==> src/rtl/ctrl_ram_writer_pkg.sv <==
// Shared definitions for the control-beat RAM writer: header field layout, FSM states, beat width.
// No logic here; pure types and constants.
// Imported by the writer and anything that builds control packets for it.
package ctrl_ram_writer_pkg;

    localparam int CTRL_W = 64;

    localparam int MOD_HI = 63;
    localparam int MOD_LO = 56;
    localparam int RES_HI = 55;
    localparam int RES_LO = 48;
    localparam int IDX_HI = 47;
    localparam int IDX_LO = 32;
    localparam int CNT_HI = 31;
    localparam int CNT_LO = 16;

    typedef enum logic [1:0] {
        IDLE  = 2'd0,
        WRITE = 2'd1,
        DROP  = 2'd2
    } state_t;

endpackage

==> src/rtl/ctrl_ram_writer.sv <==
// Filters addressed control packets and turns data beats into RAM port-A write strobes.
// Latency: a data beat accepted on edge k drives ram_ena/ram_wea for the cycle following edge k.
// Backpressure: none; s_ctrl_ready is held high from the first edge after reset release.
module ctrl_ram_writer
    import ctrl_ram_writer_pkg::*;
#(
    parameter int         ADDR_BITS   = 5,
    parameter int         DATA_BITS   = 32,
    parameter logic [7:0] MODULE_ID   = 8'h00,
    parameter logic [7:0] RESOURCE_ID = 8'h00
) (
    input  logic                 clk,
    input  logic                 aresetn,
    input  logic [CTRL_W-1:0]    s_ctrl_data,
    input  logic                 s_ctrl_valid,
    input  logic                 s_ctrl_last,
    output logic                 s_ctrl_ready,
    output logic                 ram_ena,
    output logic                 ram_wea,
    output logic [ADDR_BITS-1:0] ram_addra,
    output logic [DATA_BITS-1:0] ram_dina,
    output logic                 busy,
    output logic [15:0]          err_cnt
);

    state_t                 r_state;
    state_t                 w_state_nxt;
    logic [ADDR_BITS-1:0]   r_addr;
    logic [ADDR_BITS-1:0]   w_addr_nxt;
    logic [15:0]            r_remaining;
    logic [15:0]            w_remaining_nxt;

    logic                   r_ready;
    logic                   r_wr;
    logic [ADDR_BITS-1:0]   r_addra;
    logic [DATA_BITS-1:0]   r_dina;
    logic [15:0]            r_err_cnt;

    logic                   w_accept;
    logic                   w_wr;
    logic                   w_err;
    logic [7:0]             w_hdr_mod;
    logic [7:0]             w_hdr_res;
    logic [15:0]            w_hdr_idx;
    logic [15:0]            w_hdr_cnt;
    logic                   w_id_match;
    logic                   w_idx_ok;
    logic                   w_cnt_zero;

    assign w_accept   = s_ctrl_valid && r_ready;
    assign w_hdr_mod  = s_ctrl_data[MOD_HI:MOD_LO];
    assign w_hdr_res  = s_ctrl_data[RES_HI:RES_LO];
    assign w_hdr_idx  = s_ctrl_data[IDX_HI:IDX_LO];
    assign w_hdr_cnt  = s_ctrl_data[CNT_HI:CNT_LO];
    assign w_id_match = (w_hdr_mod == MODULE_ID) && (w_hdr_res == RESOURCE_ID);
    assign w_idx_ok   = (w_hdr_idx >> ADDR_BITS) == 16'd0;
    assign w_cnt_zero = (w_hdr_cnt == 16'd0);

    always_comb begin
        w_state_nxt     = r_state;
        w_addr_nxt      = r_addr;
        w_remaining_nxt = r_remaining;
        w_wr            = 1'b0;
        w_err           = 1'b0;
        if (w_accept) begin
            case (r_state)
                IDLE: begin
                    if (w_id_match) begin
                        if (w_idx_ok && !w_cnt_zero && !s_ctrl_last) begin
                            w_state_nxt     = WRITE;
                            w_addr_nxt      = w_hdr_idx[ADDR_BITS-1:0];
                            w_remaining_nxt = w_hdr_cnt;
                        end else if (!(w_cnt_zero && s_ctrl_last)) begin
                            // Malformed header: counted once, rest of packet swallowed.
                            w_err = 1'b1;
                            if (!s_ctrl_last) begin
                                w_state_nxt = DROP;
                            end
                        end
                    end else if (!s_ctrl_last) begin
                        w_state_nxt = DROP;
                    end
                end
                WRITE: begin
                    w_wr            = 1'b1;
                    w_addr_nxt      = r_addr + ADDR_BITS'(1);
                    w_remaining_nxt = r_remaining - 16'd1;
                    if (r_remaining == 16'd1) begin
                        if (s_ctrl_last) begin
                            w_state_nxt = IDLE;
                        end else begin
                            w_err       = 1'b1;
                            w_state_nxt = DROP;
                        end
                    end else if (s_ctrl_last) begin
                        w_err       = 1'b1;
                        w_state_nxt = IDLE;
                    end
                end
                DROP: begin
                    if (s_ctrl_last) begin
                        w_state_nxt = IDLE;
                    end
                end
                default: begin
                    w_state_nxt = IDLE;
                end
            endcase
        end
    end

    always_ff @(posedge clk or negedge aresetn) begin
        if (!aresetn) begin
            r_state     <= IDLE;
            r_addr      <= '0;
            r_remaining <= 16'd0;
        end else begin
            r_state     <= w_state_nxt;
            r_addr      <= w_addr_nxt;
            r_remaining <= w_remaining_nxt;
        end
    end

    always_ff @(posedge clk or negedge aresetn) begin
        if (!aresetn) begin
            r_ready   <= 1'b0;
            r_wr      <= 1'b0;
            r_addra   <= '0;
            r_dina    <= '0;
            r_err_cnt <= 16'd0;
        end else begin
            r_ready <= 1'b1;
            r_wr    <= w_wr;
            if (w_wr) begin
                r_addra <= r_addr;
                r_dina  <= s_ctrl_data[DATA_BITS-1:0];
            end
            if (w_err && (r_err_cnt != 16'hFFFF)) begin
                r_err_cnt <= r_err_cnt + 16'd1;
            end
        end
    end

    assign s_ctrl_ready = r_ready;
    assign ram_ena      = r_wr;
    assign ram_wea      = r_wr;
    assign ram_addra    = r_addra;
    assign ram_dina     = r_dina;
    assign busy         = (r_state != IDLE);
    assign err_cnt      = r_err_cnt;

endmodule
==> config.mk <==
export PLATFORM = sky130hd
export DESIGN_NAME = ctrl_ram_writer
export DESIGN_NICKNAME = d
export VERILOG_FILES = /design/src/rtl/ctrl_ram_writer_pkg.sv /design/src/rtl/ctrl_ram_writer.sv
export SDC_FILE = /design/constraint.sdc
export NUM_CORES = 1
export LEC_CHECK = 0
export CAP_MARGIN = 25
export CELL_PAD_IN_SITES_DETAIL_PLACEMENT = 0
export CELL_PAD_IN_SITES_GLOBAL_PLACEMENT = 1
export CORE_AREA = 2 2 109 111
export CTS_CLUSTER_SIZE = 14
export DETAILED_ROUTE_END_ITERATION = 8
export DIE_AREA = 0 0 111 113
export MAX_ROUTING_LAYER = met4
export PLACE_DENSITY_LB_ADDON = 0.25
export SLEW_MARGIN = 0
export SYNTH_ARGS = -nofsm -noshare
export SYNTH_HDL_FRONTEND = slang
export SYNTH_SLANG_ARGS = --single-unit
==> constraint.sdc <==
create_clock -name clk -period 2.8 [get_ports clk]
set_input_delay 0.28 -clock clk [delete_from_list [all_inputs] [get_ports clk]]
set_output_delay 0.28 -clock clk [all_outputs]
set_load 0.02 [all_outputs]
# Word level (Yosys, flattened, before mapping)
# Index checks and enable logic that the tools add are counted.
[op_classes]
muxes = 24
n_reduce_logical = 17
addsub = 3
eq_ne = 7
[ops]
columns = ["operator", "n"]
rows = [
  ["$logic_not A16 Y1", 2],
  ["$mux W16", 2],
  ["$pmux W16 S2", 1],
  ["$add A16 B1 Y16 const B", 1],
  ["$eq A16 B1 Y1 const B", 1],
  ["$logic_not A8 Y1", 2],
  ["$ne A16 B16 Y1 const B", 1],
  ["$sub A16 B1 Y16 const B", 1],
  ["$mux W2", 7],
  ["$mux W5", 2],
  ["$pmux W5 S2", 1],
  ["$mux W1", 9],
  ["$logic_and A1 B1 Y1", 6],
  ["$pmux W2 S3", 1],
  ["$add A5 B1 Y5 const B", 1],
  ["$ne A2 B2 Y1 const B", 2],
  ["$ne A4 B4 Y1 const B", 1],
  ["$reduce_and A4 Y1", 1],
  ["$reduce_bool A2 Y1", 2],
  ["$eq A2 B1 Y1 const B", 1],
  ["$eq A2 B2 Y1 const B", 1],
  ["$logic_not A1 Y1", 2],
  ["$logic_not A2 Y1", 1],
  ["$pmux W1 S2", 1],
  ["$reduce_and A2 Y1", 1],
]
[word_totals]
output_inout_bits = 57
word_cells = 59
reg_bits = 78
input_bits = 68

# Logic depth before layout (Yosys ltp)
[logic_depth]
ltp_word = 9
depth_mapped = 9
mapped_depth_nobuf = 8

# Least setup slack after synthesis
# Ideal clock, no wire load.
[synth_timing]
path_type = "register to register"
startpoint = "reg r_remaining[1]"
endpoint = "reg r_err_cnt[15] (netlist: err_cnt[15])"
stages_incl_launch_ff = 9
n_path_buf = 0
arrival_ps = 1918
setup_slack_ps = 757
t_required_ps = 2675
path_cell_list = "dfrtp_1 -> inv_1 -> ha_1 -> nor4b_1 -> and4_1 -> mux2i_1 -> o2bb2ai_4 -> nand4_1 -> mux2_4"
[synth_between]
elab_chain_len = 5
[synth_rtl]
columns = ["element", "line", "source"]
rows = [
  ["from (decl)", "ctrl_ram_writer.sv:30", "logic [15:0] r_remaining;"],
  ["from (signal assigned)", "ctrl_ram_writer.sv:120", "r_remaining <= w_remaining_nxt;"],
  ["$eq A16 B1 Y1", "ctrl_ram_writer.sv:88", "if (r_remaining == 16'd1) begin"],
  ["$mux W1", "ctrl_ram_writer.sv:88", ""],
  ["$pmux W1 S2", "ctrl_ram_writer.sv:66", "case (r_state)"],
  ["$mux W1", "ctrl_ram_writer.sv:65", "if (w_accept) begin"],
  ["$logic_and A1 B1 Y1", "ctrl_ram_writer.sv:138", "if (w_err && (r_err_cnt != 16'hFFFF)) begin"],
  ["to (signal assigned)", "ctrl_ram_writer.sv:139", "r_err_cnt <= r_err_cnt + 16'd1;"],
  ["to (decl)", "ctrl_ram_writer.sv:37", "logic [15:0] r_err_cnt;"],
]
# Every way passes these cells.
# A chain may end at the register's enable or synchronous reset.

# Worst setup path after layout
[layout_timing]
startpoint = "reg r_remaining[1]"
endpoint = "reg r_err_cnt[7] (netlist: err_cnt[7])"
# The elaborated chain is that of the path after synthesis.

==> summary.md <==
| Metric | Value |
|---|---|
| Status | completed |
| Worst Setup Path Type | reg2reg |
| 1st-pass router iterations | 4 |
| Final Hold Vio Count | 0 |
| Placed insts | 612 |
| Arrival @ worst endpoint | approximately 2.7 ns |
| Hpwl dp | 6900 um |
| Via density | 5.06 |
| Post-Synthesis Cells | 348 |
| Full die area | approximately 13000 um^2 |
| Antenna diodes | 0 |
| Startpoint Class | register |
| Area grow syn2layout | 46.9% |
| Max Used Layer | met4 |
| Area of the core | 11300 um^2 |
| Clk pin slew, worst setup/hold paths | approximately 0.06 ns |
| Max_slew headroom | a little over half |
| Wirelength per Cell | ~15 um |
| Initial Util | between 30% and 40% |
| Crit path time final | around 2.4 ns |
| Crit. End Element | register |
| Pin count of the biggest net entering global routing | 79 |
| CTS tree | yes |
| Commonest non-fill, non-tap cell in the layout | clkdlybuf4s50_1 |
| Iter 0 DRT Violations | ~160 |
| Syn Nets | 420 |
| Clk sinks | 78 |
| DRC | 0 |
| Post-Syn Area | ~3900 um^2 |
| Post-layout utilization of the core | around 50% |
| Tot Pwr | between 2 and 3 mW |
| FP Rows | 39 |
| DR vias | between 3000 and 4000 |
| Max VDD drop | ~0.00024 V |
| Total Wirelength | 9660 um |
| WL met2 | between 4000 and 5000 um |
| DRT met1 WL | ~4800 um |
| Synth unique cells | 58 |
| Crit-path max FO | 9 |
| Layout cells sized above 1 | about 17% |
| Worst Path Required | a little over 3 ns |
| Setup violations, final | 0 |
| Post-Layout Cell Count | 630 |
| Avg Inst Size Synth | about 11 um^2 |
| H-Tree Depth | 3 |
| Seq cells post-synth | between 70 and 80 |
| Commonest non-fill, non-tap cells in the layout | clkdlybuf4s50_1 (123), dfrtp_1 (78), mux2_2 (38), nand2_1 (24), nor2_1 (18) |
| Yosys warnings | 0 |
| All-Layer GR Usage | between 10% and 20% |
| Register area share after synthesis | ~51% |
| Vias in the first global route | between 3000 and 4000 |
| Num CTS Buffers | 9 |
| Setup TNS Final | 0 ns |
| CTS max path bufs | 2 |
| Placer Congestion | 0.783 |
| Total grt overflow | 0 |
| Routed Antenna Nets | 0 |
| Skew final | a little over 0.006 ns |
| Post-synth EDFFs | 0 |
| Fill cells | a little over 1000 |
| Peak Freq | 414 MHz |
| Max Cap Viol | 0 |
| Clock root cell | clkbuf_16 |
| Final Cell Area | ~5700 um^2 |
| Clock latency on the worst-skew pair | 0.33 ns |
| Leakage | 2.45 nW |
| Worst slew pin tran | approximately 0.71 ns |
| RSZ-0062 raised after global routing | false |
| Met3 wire len | between 400 and 500 um |
| Hold_ws | roughly 0.32 ns |
| Final worst slack | around 0.38 ns |
| DP Area | approximately 5300 um^2 |
| Max Slew Vio Count | 0 |
| Net count, final | about 550 |
| First-pass GRT wire length | 16000 um |
| Die Ht | between 100 and 150 um |
| Ys flop type | dfrtp_1 |
| Hold crit path type | in2async |
| Die width | 111 um |
| IO Pins | 125 |
| Initial antenna violation count | 0 |
| I/O Buffers | between 100 and 150 |
| Synth async-reset ratio | 100% |
| Setup Slack @ Placement | approximately 0.18 ns |
| Final period util | 86.3% |
| Cell Pwr Density | between 400 and 500 nW/um^2 |
[cells in the mapped netlist (all sizes together), types with 2 or more instances]
cell,count,area [um^2]
nand4,6,43.8
clkbuf,8,30.0
or3,2,12.5
and3,6,37.5
nand3b,4,30.0
a211o,2,17.5
nor4,14,128
o21a,4,30.0
nand2,24,90.1
a21oi,16,80.1
or2,3,18.8
o22a,5,43.8
buf,9,50.1
nor2,18,67.6
inv,4,15.0
a31oi,7,43.8
dfrtp,78,1950
o21ai,13,65.1
a2bb2oi,5,43.8
o2bb2ai,3,45.1
mux2i,2,20.0
ha,4,50.1
o22ai,7,43.8
xnor2,12,105
and4,2,17.5
mux2,40,454
and2,2,12.5
nor3b,2,15.0
nor4b,2,17.5
o211ai,2,15.0
o31ai,2,15.0
nand3,10,50.1
nand2b,5,33.8
nor3,15,85.1
[what timing repair did]
action	in CTS	in global routing
gates resized for setup	0	0
endpoints found under the hold margin	0	9
setup buffers	0	0
hold buffers	0	1
setup endpoints to repair	0	0
[worst max-delay path, cell delays in order (launching register included)]
cell and delay [ns]:
dfrtp_1 0.40, inv_1 0.10, ha_1 0.15, nor4b_1 0.27, and4_1 0.31, mux2i_1 0.37, o2bb2ai_4 0.20, buf_4 0.20
and4bb_1 0.21, xor2_1 0.14
[cell families (layout without fill, tap and decap cells)]
logic type | after synthesis | after routing | synth area share [%]
compound gates | 71 | 71 | 12.6
xor+xnor | 13 | 13 | 2.95
fa+ha+maj | 4 | 4 | 1.30
buf+inv | 21 | 160 | 2.46
flops | 78 | 78 | 50.6
mux | 42 | 42 | 12.3
other cells | 1 | 1 | 0.0971
simple gates | 118 | 118 | 17.8
[metal layers]
metal | up-vias | track usage, %
met5 | - | -
met4 | 0 | 6.50
met3 | 13 | 3.64
met2 | 82 | 23.8
met1 | 1532 | 22.2
li1 | 1561 | -
[final cells by class]
cell class | instances | area [um^2] | area share (%)
Clock buffer | 13 | 260 | 4.59
Tap cell | 143 | 179 | 3.15
Multi-Input combinational cell | 249 | 1820 | 32.0
Sequential cell | 78 | 1950 | 34.4
Timing Repair Buffer | 140 | 1410 | 24.8
Clock inverter | 3 | 42.5 | 0.750
Inverter | 4 | 15.0 | 0.265
[registers in the layout (all words and copies together) (netlist names)]
name and flops:
r_state 2, ram_ena 1, r_remaining 16, err_cnt 16, ram_addra 5, s_ctrl_ready 1
ram_dina 32, r_addr 5
[final timing paths]
kind                                       startpoint                          to  slack, ns  cells after the start
max                        r_remaining[1]$_DFFE_PN0P_      err_cnt[7]$_DFFE_PN0P_       0.38                      9
max in group asynchronous                     aresetn    ram_dina[21]$_DFFE_PN0P_       1.88                      3
min reg2reg                  ram_dina[21]$_DFFE_PN0P_    ram_dina[21]$_DFFE_PN0P_       0.51                      1
min in group clk             ram_dina[21]$_DFFE_PN0P_    ram_dina[21]$_DFFE_PN0P_       0.51                      1
max reg2reg                r_remaining[1]$_DFFE_PN0P_      err_cnt[7]$_DFFE_PN0P_       0.38                      9
min                                           aresetn  r_remaining[7]$_DFFE_PN0P_       0.32                      2
[power by group]
part	leakage [nW]	total (mW)	internal [mW]	switching [mW]
clock	0.146	1.19	0.739	0.456
combinational	1.23	0.176	0.109	0.0670
sequential	1.08	1.13	1.13	0.00357
total	2.45	2.50	1.98	0.527
Note: power is estimated with default switching activity, not from simulation.
